===== config.mk =====
export PLATFORM = sky130hd
export DESIGN_NAME = fetch_unit_flat
export DESIGN_NICKNAME = d
export VERILOG_FILES = /design/src/rtl/fetch_unit_if.sv /design/src/rtl/fetch_unit.sv /design/src/flat_wrapper.sv
export SDC_FILE = /design/constraint.sdc
export NUM_CORES = 1
export LEC_CHECK = 0
export ABC_AREA = 0
export CORE_MARGIN = 10
export CORE_UTILIZATION = 52
export CTS_CLUSTER_DIAMETER = 100
export DETAILED_ROUTE_END_ITERATION = 10
export MAX_ROUTING_LAYER = met4
export PLACE_DENSITY = 0.89
export SETUP_SLACK_MARGIN = 0.15
export SKIP_LAST_GASP = 1
export SYNTH_ARGS = -nofsm -noshare
export SYNTH_HDL_FRONTEND = slang
export SYNTH_SLANG_ARGS = --single-unit

===== constraint.sdc =====
create_clock -name clk -period 2.45 [get_ports clk]
set_clock_uncertainty 0.2 [all_clocks]
set_input_delay 0.49 -clock clk [delete_from_list [all_inputs] [get_ports clk]]
set_output_delay 0.49 -clock clk [all_outputs]
set_load 0.05 [all_outputs]

===== src/rtl/fetch_unit_if.sv =====
// Instruction-memory read port: fetch stage drives req/addr, memory answers with a valid strobe.
interface fetch_unit_if #(
  parameter int unsigned ADDR_W  = 8,
  parameter int unsigned INSTR_W = 16
) ();
  logic               imem_req;
  logic [ADDR_W-1:0]  imem_addr;
  logic               imem_valid;
  logic [INSTR_W-1:0] imem_rdata;

  modport master (output imem_req, output imem_addr, input imem_valid, input imem_rdata);
  modport slave  (input imem_req, input imem_addr, output imem_valid, output imem_rdata);
endinterface


===== src/rtl/fetch_unit.sv =====
// Instruction fetch stage: owns the PC, reads instruction memory, fills the IF/ID register
// through a one-entry skid buffer and injects NOP bubbles on redirect.
module fetch_unit #(
  parameter int unsigned       ADDR_W   = 8,
  parameter int unsigned       INSTR_W  = 16,
  parameter logic [ADDR_W-1:0] RESET_PC = '0
) (
  input  logic               clk,
  input  logic               rst_n,
  fetch_unit_if.master       imem,
  input  logic               stall,
  input  logic               redirect,
  input  logic [ADDR_W-1:0]  redirect_pc,
  output logic               if_valid,
  output logic [INSTR_W-1:0] if_instr,
  output logic [ADDR_W-1:0]  if_pc
);

  localparam logic [INSTR_W-1:0] NOP = {4'b1111, {(INSTR_W-4){1'b0}}};

  typedef enum logic [1:0] {
    S_IDLE,
    S_FETCH,
    S_DISCARD,
    S_FULL
  } state_t;

  state_t             state;
  logic [INSTR_W-1:0] skid_instr;
  logic [ADDR_W-1:0]  skid_pc;
  logic [ADDR_W-1:0]  pending_pc;

  always_ff @(posedge clk or negedge rst_n) begin
    if (!rst_n) begin
      state          <= S_IDLE;
      imem.imem_req  <= 1'b0;
      imem.imem_addr <= RESET_PC;
      if_valid       <= 1'b0;
      if_instr       <= NOP;
      if_pc          <= '0;
      skid_instr     <= NOP;
      skid_pc        <= '0;
      pending_pc     <= '0;
    end else if (redirect) begin
      // Flush wins over stall and over any response arriving this cycle.
      if_valid <= 1'b0;
      if_instr <= NOP;
      if_pc    <= '0;
      if (imem.imem_req && !imem.imem_valid) begin
        pending_pc <= redirect_pc;
        state      <= S_DISCARD;
      end else begin
        imem.imem_addr <= redirect_pc;
        imem.imem_req  <= 1'b1;
        state          <= S_FETCH;
      end
    end else begin
      case (state)
        S_IDLE: begin
          imem.imem_req  <= 1'b1;
          imem.imem_addr <= RESET_PC;
          state          <= S_FETCH;
        end
        S_FETCH: begin
          if (imem.imem_valid) begin
            imem.imem_addr <= imem.imem_addr + ADDR_W'(1);
            if (!stall) begin
              if_valid <= 1'b1;
              if_instr <= imem.imem_rdata;
              if_pc    <= imem.imem_addr;
            end else begin
              // Decode is blocked: park the response and stop requesting.
              skid_instr    <= imem.imem_rdata;
              skid_pc       <= imem.imem_addr;
              imem.imem_req <= 1'b0;
              state         <= S_FULL;
            end
          end else if (!stall) begin
            if_valid <= 1'b0;
            if_instr <= NOP;
            if_pc    <= '0;
          end
        end
        S_DISCARD: begin
          if (imem.imem_valid) begin
            imem.imem_addr <= pending_pc;
            state          <= S_FETCH;
          end
        end
        S_FULL: begin
          if (!stall) begin
            if_valid      <= 1'b1;
            if_instr      <= skid_instr;
            if_pc         <= skid_pc;
            imem.imem_req <= 1'b1;
            state         <= S_FETCH;
          end
        end
        default: state <= S_IDLE;
      endcase
    end
  end

endmodule


===== src/flat_wrapper.sv =====
// flat-port wrapper written by rule: the top's interface ports become plain ports
module fetch_unit_flat 
#(
  parameter int unsigned       ADDR_W   = 8,
  parameter int unsigned       INSTR_W  = 16,
  parameter logic [ADDR_W-1:0] RESET_PC = '0
)
  (clk, rst_n, stall, redirect, redirect_pc, if_valid, if_instr, if_pc, imem_imem_req, imem_imem_addr, imem_imem_valid, imem_imem_rdata);
  fetch_unit_if #(.ADDR_W(ADDR_W), .INSTR_W(INSTR_W)) imem_i ();
  input  logic clk;
  input  logic rst_n;
  input  logic stall;
  input  logic redirect;
  input  logic [ADDR_W-1:0] redirect_pc;
  output logic if_valid;
  output logic [INSTR_W-1:0] if_instr;
  output logic [ADDR_W-1:0] if_pc;
  output wire logic [$bits(imem_i.imem_req)-1:0] imem_imem_req;
  output wire logic [$bits(imem_i.imem_addr)-1:0] imem_imem_addr;
  input wire logic [$bits(imem_i.imem_valid)-1:0] imem_imem_valid;
  input wire logic [$bits(imem_i.imem_rdata)-1:0] imem_imem_rdata;
  assign imem_imem_req = imem_i.imem_req;
  assign imem_imem_addr = imem_i.imem_addr;
  assign imem_i.imem_valid = imem_imem_valid;
  assign imem_i.imem_rdata = imem_imem_rdata;
  fetch_unit #(.ADDR_W(ADDR_W), .INSTR_W(INSTR_W), .RESET_PC(RESET_PC)) u_core (.clk(clk), .rst_n(rst_n), .imem(imem_i), .stall(stall), .redirect(redirect), .redirect_pc(redirect_pc), .if_valid(if_valid), .if_instr(if_instr), .if_pc(if_pc));
endmodule

==> out/qor.json, run 1 <==
{
  "run_status": {"value": "completed"},
  "initialDrtViolationCount": {"value": 121},
  "worst_setup_path_end_kind": {"value": "output port"},
  "core_box_area": {"value": 0.00599, "unit": "mm^2"},
  "synth.yosys.warnings": {"value": 0},
  "route.detailed.drc": {"value": 0},
  "grt_setup_unrepaired": {"value": "no"},
  "worstSetupPathDepth": {"value": 1},
  "antenna_cells": {"value": 0},
  "synthFlopType": {"value": "sky130_fd_sc_hd__dfrtp_1"},
  "layout-area-overhead-vs-synth": {"value": 32.3, "unit": "%"},
  "ys_seq_area_share": {"value": 52.8, "unit": "%"},
  "critical_path.max_fanout": {"value": 2},
  "final_report_hold_violation_count": {"value": 0},
  "post_drt_wl_per_cell": {"value": 18.7, "unit": "um"},
  "detailed_place_hpwl": {"value": 5630, "unit": "um"},
  "drt_pre_antenna_iters": {"value": 4},
  "post_cts.repair.setup_buffers": {"value": 0},
  "startpoint_of_the_most_critical_hold_path": {"value": "u_core.skid_pc[6]$_DFFE_PN0P_"},
  "power_per_cell_area": {"value": 1100, "unit": "mW/mm^2"},
  "drt.antenna.violating_nets": {"value": 0},
  "cts_inserted_buffers": {"value": 9},
  "drv.max_cap_violation_count": {"value": 0},
  "antenna_found_initial": {"value": 0},
  "worst_slew_pin_tran": {"value": 639, "unit": "ps"},
  "fin_nets": {"value": 388},
  "worst-r2r-cell-count": {"value": 5},
  "die_h": {"value": 99.0, "unit": "um"},
  "timing.final.crit_share": {"value": 91.5, "unit": "%"},
  "avgViaCountPerCell": {"value": 5.97},
  "synth_async_sr_flop_share": {"value": 100, "unit": "%"},
  "crit_path_start": {"value": "u_core.if_instr[8]$_DFFE_PN0P_"},
  "clock_latency_of_the_later_clocked_register_in_the_worst_skew_pair": {"value": 350, "unit": "ps"},
  "syn-num-nets": {"value": 312},
  "slew_viol_final": {"value": 0},
  "criticalPathCategory": {"value": "reg2out"},
  "ys_ff_latch": {"value": 68},
  "wire_length_of_the_first_global_routing_pass": {"value": 13600, "unit": "um"},
  "critical_path_arrival": {"value": 1550, "unit": "ps"},
  "peakVddDrop": {"value": 0.820, "unit": "mV"},
  "synth.area.top_cells": {"value": "sky130_fd_sc_hd__dfrtp_1 46%, sky130_fd_sc_hd__dfstp_2 6.5%, sky130_fd_sc_hd__mux2_4 6.5%"},
  "hold_end": {"value": "u_core.skid_pc[6]$_DFFE_PN0P_"},
  "boundaryPins": {"value": 63},
  "critical_path.n_buffers_inverters": {"value": 1},
  "rrSetupSlack": {"value": 300, "unit": "ps"},
  "grt_pass1_vias": {"value": 2746},
  "start_util": {"value": 54.1, "unit": "%"},
  "path_delay_family": {"value": "buffers and inverters"},
  "grt_remaining_overflow": {"value": 0},
  "die-area": {"value": 0.00980, "unit": "mm^2"},
  "slowest_delay": {"value": 820, "unit": "ps"},
  "final_core_utilization": {"value": 71.6, "unit": "%"},
  "clock_tree_from_tritoncts": {"value": "done"},
  "syn-mean-instance-area": {"value": 11.7, "unit": "um^2"},
  "grt_max_degree": {"value": 30},
  "mostFrequentLayoutCells": {"value": "60 x sky130_fd_sc_hd__dfrtp_1, 49 x sky130_fd_sc_hd__clkdlybuf4s50_1, 22 x sky130_fd_sc_hd__a22oi_1, 21 x sky130_fd_sc_hd__o2bb2ai_1, 20 x sky130_fd_sc_hd__buf_4"},
  "holdPathStages": {"value": 2},
  "synthDistinctLibCells": {"value": 39},
  "clkTransAtPathRegs": {"value": 80, "unit": "ps"},
  "tritoncts_num_sinks": {"value": 68},
  "die-width": {"value": 99.0, "unit": "um"},
  "edff_count_synth": {"value": 0},
  "cp_slowest_cell": {"value": "sky130_fd_sc_hd__clkdlybuf4s50_1"},
  "grt.total_usage": {"value": 17.4, "unit": "%"},
  "clk_root_buffer_cell": {"value": "sky130_fd_sc_hd__clkbuf_8"},
  "vias": {"value": 2592},
  "std_cell_rows": {"value": 28},
  "post_synth_instance_area": {"value": 0.00324, "unit": "mm^2"},
  "timing.hold.ws": {"value": 285, "unit": "ps"},
  "slew_headroom": {"value": 57.4, "unit": "%"},
  "synth_top_cell_by_area": {"value": "sky130_fd_sc_hd__dfrtp_1"},
  "totalPowerFinal": {"value": 4.73, "unit": "mW"},
  "setup_viol": {"value": 0},
  "final_layout_size_suffix_gt1_share": {"value": 22.3, "unit": "%"},
  "regToRegStartpoint": {"value": "u_core.state[1]$_DFFE_PN0P_"},
  "buffers_on_ports": {"value": 62},
  "clockBufferDepth": {"value": 2},
  "data_required_time_at_the_worst_endpoint": {"value": 1760, "unit": "ps"},
  "power.leakage": {"value": 1.89, "unit": "nW"},
  "synthCells": {"value": 278},
  "gp_congestion": {"value": 0.898},
  "route.final.wire_length": {"value": 8130, "unit": "um"},
  "finalCriticalPeriod": {"value": 2240, "unit": "ps"},
  "final_common_cell": {"value": "sky130_fd_sc_hd__dfrtp_1"},
  "h-tree-depth": {"value": 3},
  "max_clock_freq": {"value": 0.446, "unit": "GHz"},
  "worst_r2r_endpoint": {"value": "u_core.imem.imem_addr[2]$_DFFE_PN0P_"},
  "crit_path_cell_trace": {"value": "clkdlybuf4s50_1"},
  "hold_path_class": {"value": "reg2reg"},
  "synth_top_cell_area_share": {"value": 46.3, "unit": "%"},
  "timing.critical_path.from_type": {"value": "register"}
}
==> sequential cells by signal (all words and copies together), names as in the netlist <==
name and cells:
u_core.if_instr 16, u_core.if_pc 8, u_core.state 2, u_core.skid_pc 8
u_core.imem.imem_addr 8, u_core.skid_instr 16, u_core.imem.imem_req 1, u_core.pending_pc 8
u_core.if_valid 1
==> cells in the mapped netlist (4+ instances only) <==
| cell | instances |
|---|---|
| sky130_fd_sc_hd__dfstp_2 | 8 |
| sky130_fd_sc_hd__mux2_4 | 14 |
| sky130_fd_sc_hd__nand2_1 | 19 |
| sky130_fd_sc_hd__a31oi_1 | 7 |
| sky130_fd_sc_hd__buf_2 | 4 |
| sky130_fd_sc_hd__dfrtp_1 | 60 |
| sky130_fd_sc_hd__mux2_2 | 17 |
| sky130_fd_sc_hd__nor2b_1 | 4 |
| sky130_fd_sc_hd__inv_1 | 7 |
| sky130_fd_sc_hd__a22oi_1 | 22 |
| sky130_fd_sc_hd__nor2_1 | 13 |
| sky130_fd_sc_hd__a21oi_1 | 12 |
| sky130_fd_sc_hd__mux2i_1 | 4 |
| sky130_fd_sc_hd__o2bb2ai_1 | 21 |
| sky130_fd_sc_hd__clkbuf_1 | 10 |
| sky130_fd_sc_hd__ha_1 | 5 |
| sky130_fd_sc_hd__nand3_1 | 6 |
| sky130_fd_sc_hd__o21ai_0 | 10 |
==> how the worst max path moves through the flow <==
| stage | endpoint | slack (ps) |
|---|---|---|
| 2_1_floorplan | u_core.skid_instr[10]$_DFFE_PN0P_ | 430 |
| 3_3_place_gp | u_core.imem.imem_addr[4]$_DFFE_PN0P_ | 20 |
| 4_1_cts | if_instr[8] | 190 |
| 3_5_place_dp | u_core.imem.imem_addr[3]$_DFFE_PN0P_ | -40 |
| 5_1_grt | u_core.if_instr[14]$_DFFE_PN1P_ | 160 |
| 6_report | if_instr[8] | 210 |
==> logic make-up (layout without fill, tap and decap cells) <==
group / Yosys count / after routing / share of synthesized area [%]
compound gates: 84 / 84 / 18.5
flops: 68 / 68 / 52.8
simple gates: 56 / 56 / 8.26
mux: 35 / 35 / 13.6
buf+inv: 27 / 108 / 4.09
fa+ha+maj: 5 / 5 / 1.93
xor+xnor: 3 / 3 / 0.810
==> layout make-up <==
type	count	area, um^2
Sequential cell	68	1710
Fill cell	438	1700
Multi-Input combinational cell	183	1410
Timing Repair Buffer	84	785
Clock inverter	7	139
Clock buffer	9	124
Tap cell	75	93.8
Inverter	8	30.0
==> where the power goes <==
group	total [mW]	internal [mW]	leakage [nW]	switching (mW)
clock network	1.21	0.777	0.133	0.437
registers	1.76	1.50	0.845	0.262
logic	1.75	0.743	0.912	1.01
total	4.73	3.02	1.89	1.71
==> metal layers <==
| layer | wire length (um) | global-route usage [%] |
|---|---|---|
| met5 | 0 | - |
| met4 | 200 | 8.93 |
| met3 | 462 | 4.26 |
| met2 | 3930 | 26.1 |
| met1 | 3540 | 21.2 |
==> through the flow <==
| step | setup TNS, ps | setup slack (ps) | cell area (um^2) | instances |
|---|---|---|---|---|
| 5_1_grt | 0 | 163 | 4290 | 434 |
| 3_3_place_gp | 0 | 24.2 | 4020 | 417 |
| 3_5_place_dp | -108 | -40.7 | 4020 | 417 |
| 4_1_cts | 0 | 189 | 4280 | 434 |
| 2_1_floorplan | 0 | 425 | 3240 | 278 |
| 6_report | 0 | 207 | 4290 | 434 |
==> what timing repair did <==
| item | CTS | global route |
|---|---|---|
| pin swaps | 0 | 0 |
| gates resized for setup | 11 | 2 |
| endpoints found under the setup margin | 11 | 7 |
| endpoints found under the hold margin | 18 | 0 |
| hold buffers | 1 | 0 |
Power figures use the tool's default switching activity.
==> inputs of run 2 (changes only) <==
--- a/config.mk
+++ b/config.mk
@@ -12,6 +12,7 @@
 export DETAILED_ROUTE_END_ITERATION = 10
 export MAX_ROUTING_LAYER = met4
 export PLACE_DENSITY = 0.89
+export RECOVER_POWER = 25
 export SETUP_SLACK_MARGIN = 0.15
 export SKIP_LAST_GASP = 1
 export SYNTH_ARGS = -nofsm -noshare
==> run 2 against run 1 <==
Cell count unchanged. Largest cell class unchanged. Hold slack about the same. Design area down 0.17%. Fmax about the same. Global-route usage unchanged. Sequential power about the same. Setup slack better by 0.85 ps.
==> out/qor.json, run 2 (synthesized netlist as in run 1, its figures left out) <==
{
  "run_status": {"value": "completed", "change": "unchanged"},
  "power.leakage": {"value": 1.88, "unit": "nW", "change": "was 1.89 nW"},
  "slew_headroom": {"value": 42.4, "unit": "%", "change": "was 57.4%"},
  "rrSetupSlack": {"value": 290, "unit": "ps", "change": "was 300 ps"},
  "tritoncts_num_sinks": {"value": 68, "change": "unchanged"},
  "final_common_cell": {"value": "sky130_fd_sc_hd__dfrtp_1", "change": "unchanged"},
  "die-area": {"value": 0.00980, "unit": "mm^2", "change": "unchanged"},
  "top_usage_layer": {"value": "met2", "change": "unchanged"},
  "slowest_delay": {"value": 820, "unit": "ps", "change": "about the same"},
  "grt_pass1_vias": {"value": 2746, "change": "unchanged"},
  "critical_path_arrival": {"value": 1550, "unit": "ps", "change": "about the same"},
  "path_delay_family": {"value": "buffers and inverters", "change": "unchanged"},
  "die_h": {"value": 99.0, "unit": "um", "change": "unchanged"},
  "drt.antenna.violating_nets": {"value": 0, "change": "unchanged"},
  "fin_nets": {"value": 388, "change": "unchanged"},
  "final_layout_size_suffix_gt1_share": {"value": 21.7, "unit": "%", "change": "was 22.3%"},
  "worst_slew_pin_tran": {"value": 864, "unit": "ps", "change": "was 639 ps"},
  "grt_remaining_overflow": {"value": 0, "change": "unchanged"},
  "crit_path_end": {"value": "if_instr[8]", "change": "unchanged"},
  "worst-r2r-cell-count": {"value": 5, "change": "unchanged"},
  "final_report_hold_violation_count": {"value": 0, "change": "unchanged"},
  "route.final.wire_length": {"value": 8160, "unit": "um", "change": "was 8130 um"},
  "regToRegStartpoint": {"value": "u_core.state[1]$_DFFE_PN0P_", "change": "unchanged"},
  "drt_pre_antenna_iters": {"value": 4, "change": "unchanged"},
  "largestRegisters": {"value": "u_core.if_instr (16), u_core.skid_instr (16)", "change": "unchanged"},
  "grt_max_degree": {"value": 30, "change": "unchanged"},
  "worst_setup_path_end_kind": {"value": "output port", "change": "unchanged"},
  "cp_slowest_cell": {"value": "sky130_fd_sc_hd__clkdlybuf4s50_1", "change": "unchanged"},
  "layout-area-overhead-vs-synth": {"value": 32.1, "unit": "%", "change": "was 32.3%"},
  "crit_path_cell_trace": {"value": "clkdlybuf4s50_1", "change": "unchanged"},
  "boundaryPins": {"value": 63, "change": "unchanged"},
  "mostFrequentLayoutCells": {"value": "60 x sky130_fd_sc_hd__dfrtp_1, 49 x sky130_fd_sc_hd__clkdlybuf4s50_1, 22 x sky130_fd_sc_hd__a22oi_1, 21 x sky130_fd_sc_hd__o2bb2ai_1, 19 x sky130_fd_sc_hd__nand2_1", "change": "was 60 x sky130_fd_sc_hd__dfrtp_1, 49 x sky130_fd_sc_hd__clkdlybuf4s50_1, 22 x sky130_fd_sc_hd__a22oi_1, 21 x sky130_fd_sc_hd__o2bb2ai_1, 20 x sky130_fd_sc_hd__buf_4"},
  "totalPowerFinal": {"value": 4.73, "unit": "mW", "change": "about the same"},
  "post_layout_inst_area": {"value": 0.00428, "unit": "mm^2", "change": "was 0.00429 mm^2"},
  "std_cell_rows": {"value": 28, "change": "unchanged"},
  "critical_path.max_fanout": {"value": 2, "change": "unchanged"},
  "antenna_found_initial": {"value": 0, "change": "unchanged"},
  "h-tree-depth": {"value": 3, "change": "unchanged"},
  "worstSetupPathDepth": {"value": 1, "change": "unchanged"},
  "criticalPathCategory": {"value": "reg2out", "change": "unchanged"},
  "buffers_on_ports": {"value": 62, "change": "unchanged"},
  "slew_viol_final": {"value": 0, "change": "unchanged"},
  "post_drt_wl_per_cell": {"value": 18.8, "unit": "um", "change": "was 18.7 um"},
  "clk_root_buffer_cell": {"value": "sky130_fd_sc_hd__clkbuf_8", "change": "unchanged"},
  "route.detailed.drc": {"value": 0, "change": "unchanged"},
  "clock_tree_from_tritoncts": {"value": "done", "change": "unchanged"},
  "start_util": {"value": 54.1, "unit": "%", "change": "unchanged"},
  "grt_util_met2": {"value": 26.1, "unit": "%", "change": "unchanged"},
  "initialDrtViolationCount": {"value": 118, "change": "was 121"},
  "grt.total_usage": {"value": 17.4, "unit": "%", "change": "unchanged"},
  "antenna_cells": {"value": 0, "change": "unchanged"},
  "finalCriticalPeriod": {"value": 2240, "unit": "ps", "change": "about the same"},
  "crit_path_start": {"value": "u_core.if_instr[8]$_DFFE_PN0P_", "change": "unchanged"},
  "data_required_time_at_the_worst_endpoint": {"value": 1760, "unit": "ps", "change": "about the same"},
  "clockBufferDepth": {"value": 2, "change": "unchanged"},
  "power_per_cell_area": {"value": 1100, "unit": "mW/mm^2", "change": "about the same"},
  "die-width": {"value": 99.0, "unit": "um", "change": "unchanged"},
  "drv.max_cap_violation_count": {"value": 0, "change": "unchanged"},
  "post_cts.repair.setup_buffers": {"value": 0, "change": "unchanged"},
  "placedInstanceArea": {"value": 0.00402, "unit": "mm^2", "change": "unchanged"},
  "max_clock_freq": {"value": 0.446, "unit": "GHz", "change": "about the same"},
  "critical_path.n_buffers_inverters": {"value": 1, "change": "unchanged"},
  "vias": {"value": 2573, "change": "was 2592"},
  "clkTransAtPathRegs": {"value": 80, "unit": "ps", "change": "about the same"},
  "worst_r2r_endpoint": {"value": "u_core.imem.imem_addr[2]$_DFFE_PN0P_", "change": "unchanged"},
  "grtUsageMet1": {"value": 21.2, "unit": "%", "change": "unchanged"},
  "gp_congestion": {"value": 0.898, "change": "unchanged"},
  "avgViaCountPerCell": {"value": 5.93, "change": "was 5.97"},
  "hold_path_class": {"value": "reg2reg", "change": "unchanged"},
  "grt_setup_unrepaired": {"value": "no", "change": "unchanged"},
  "core_box_area": {"value": 0.00599, "unit": "mm^2", "change": "unchanged"},
  "setup_viol": {"value": 0, "change": "unchanged"},
  "timing.critical_path.from_type": {"value": "register", "change": "unchanged"},
  "grtUsageMet3": {"value": 4.26, "unit": "%", "change": "unchanged"},
  "cts_inserted_buffers": {"value": 9, "change": "unchanged"},
  "clock_latency_of_the_later_clocked_register_in_the_worst_skew_pair": {"value": 350, "unit": "ps", "change": "about the same"},
  "timing.final.crit_share": {"value": 91.5, "unit": "%", "change": "about the same"},
  "detailed_place_hpwl": {"value": 5630, "unit": "um", "change": "unchanged"},
  "wire_length_of_the_first_global_routing_pass": {"value": 13600, "unit": "um", "change": "unchanged"},
  "peakVddDrop": {"value": 0.820, "unit": "mV", "change": "about the same"}
}
## run 2: cell types whose count changed in the layout (fill, tap and decap cells not counted)
cell | before | now
sky130_fd_sc_hd__clkbuf_1 | 0 | 2
sky130_fd_sc_hd__buf_4 | 20 | 18
## run 2: how the worst min path moves through the flow
stage | start | endpoint | slack [ps] | cells past startpoint
2_1_floorplan | rst_n | u_core.if_instr[0]$_DFFE_PN0P_ | -6 | 0
3_3_place_gp | u_core.skid_pc[6]$_DFFE_PN0P_ | u_core.skid_pc[6]$_DFFE_PN0P_ | 260 | 2
3_5_place_dp | u_core.skid_pc[6]$_DFFE_PN0P_ | u_core.skid_pc[6]$_DFFE_PN0P_ | 270 | 2
4_1_cts | u_core.skid_pc[6]$_DFFE_PN0P_ | u_core.skid_pc[6]$_DFFE_PN0P_ | 290 | 2
5_1_grt | u_core.if_instr[4]$_DFFE_PN0P_ | u_core.if_instr[4]$_DFFE_PN0P_ | 320 | 1
6_report | u_core.skid_pc[6]$_DFFE_PN0P_ | u_core.skid_pc[6]$_DFFE_PN0P_ | 290 | 2
## run 2: timing repair
item                                   4_1_cts  5_1_grt
hold buffers                                 1        0
resized for setup                           11        2
setup endpoints to repair                   11        7
pin swaps                                    0        0
endpoints found under the hold margin       18        0
## run 2: where the power goes
group | switching, mW | total (mW) | internal, mW
clock network | 0.438 | 1.22 | 0.777
logic | 1.01 | 1.75 | 0.741
registers | 0.262 | 1.76 | 1.50
total | 1.71 | 4.73 | 3.02
## run 2: final cells by class
cell class                      instances  area, um^2
Multi-Input combinational cell        183        1410
Timing Repair Buffer                   84         777
Clock inverter                          7         139
Fill cell                             442        1710
Clock buffer                            9         124
Tap cell                               75        93.8
Inverter                                8        30.0
Sequential cell                        68        1710
## run 2: stage by stage
step / std cells / hold WS (ps) / setup TNS [ps] / util [%] / setup slack [ps]
after floorplan: 278 / -5.59 / 0 / - / 425
after global routing: 434 / 322 / 0 / 71.5 / 123
after global placement: 417 / 264 / 0 / 67.1 / 24.2
after detailed placement: 417 / 270 / -108 / 67.1 / -40.7
after CTS: 434 / 287 / 0 / 71.4 / 189
final: 434 / 285 / 0 / 71.5 / 208
## run 2: metal layers
layer / vias to the layer above / share of wire, %
li1: 1179 / -
met5: - / 0
met1: 1287 / 43
met4: 0 / 2.4
met3: 17 / 5.7
met2: 90 / 49
==> inputs of run 3 (changes only) <==
--- a/config.mk
+++ b/config.mk
@@ -15,6 +15,7 @@
 export RECOVER_POWER = 25
 export SETUP_SLACK_MARGIN = 0.15
 export SKIP_LAST_GASP = 1
+export SLEW_MARGIN = 20
 export SYNTH_ARGS = -nofsm -noshare
 export SYNTH_HDL_FRONTEND = slang
 export SYNTH_SLANG_ARGS = --single-unit
==> results of run 3 <==
Same layout as run 2: the final DEF is identical, and so are final timing and power.
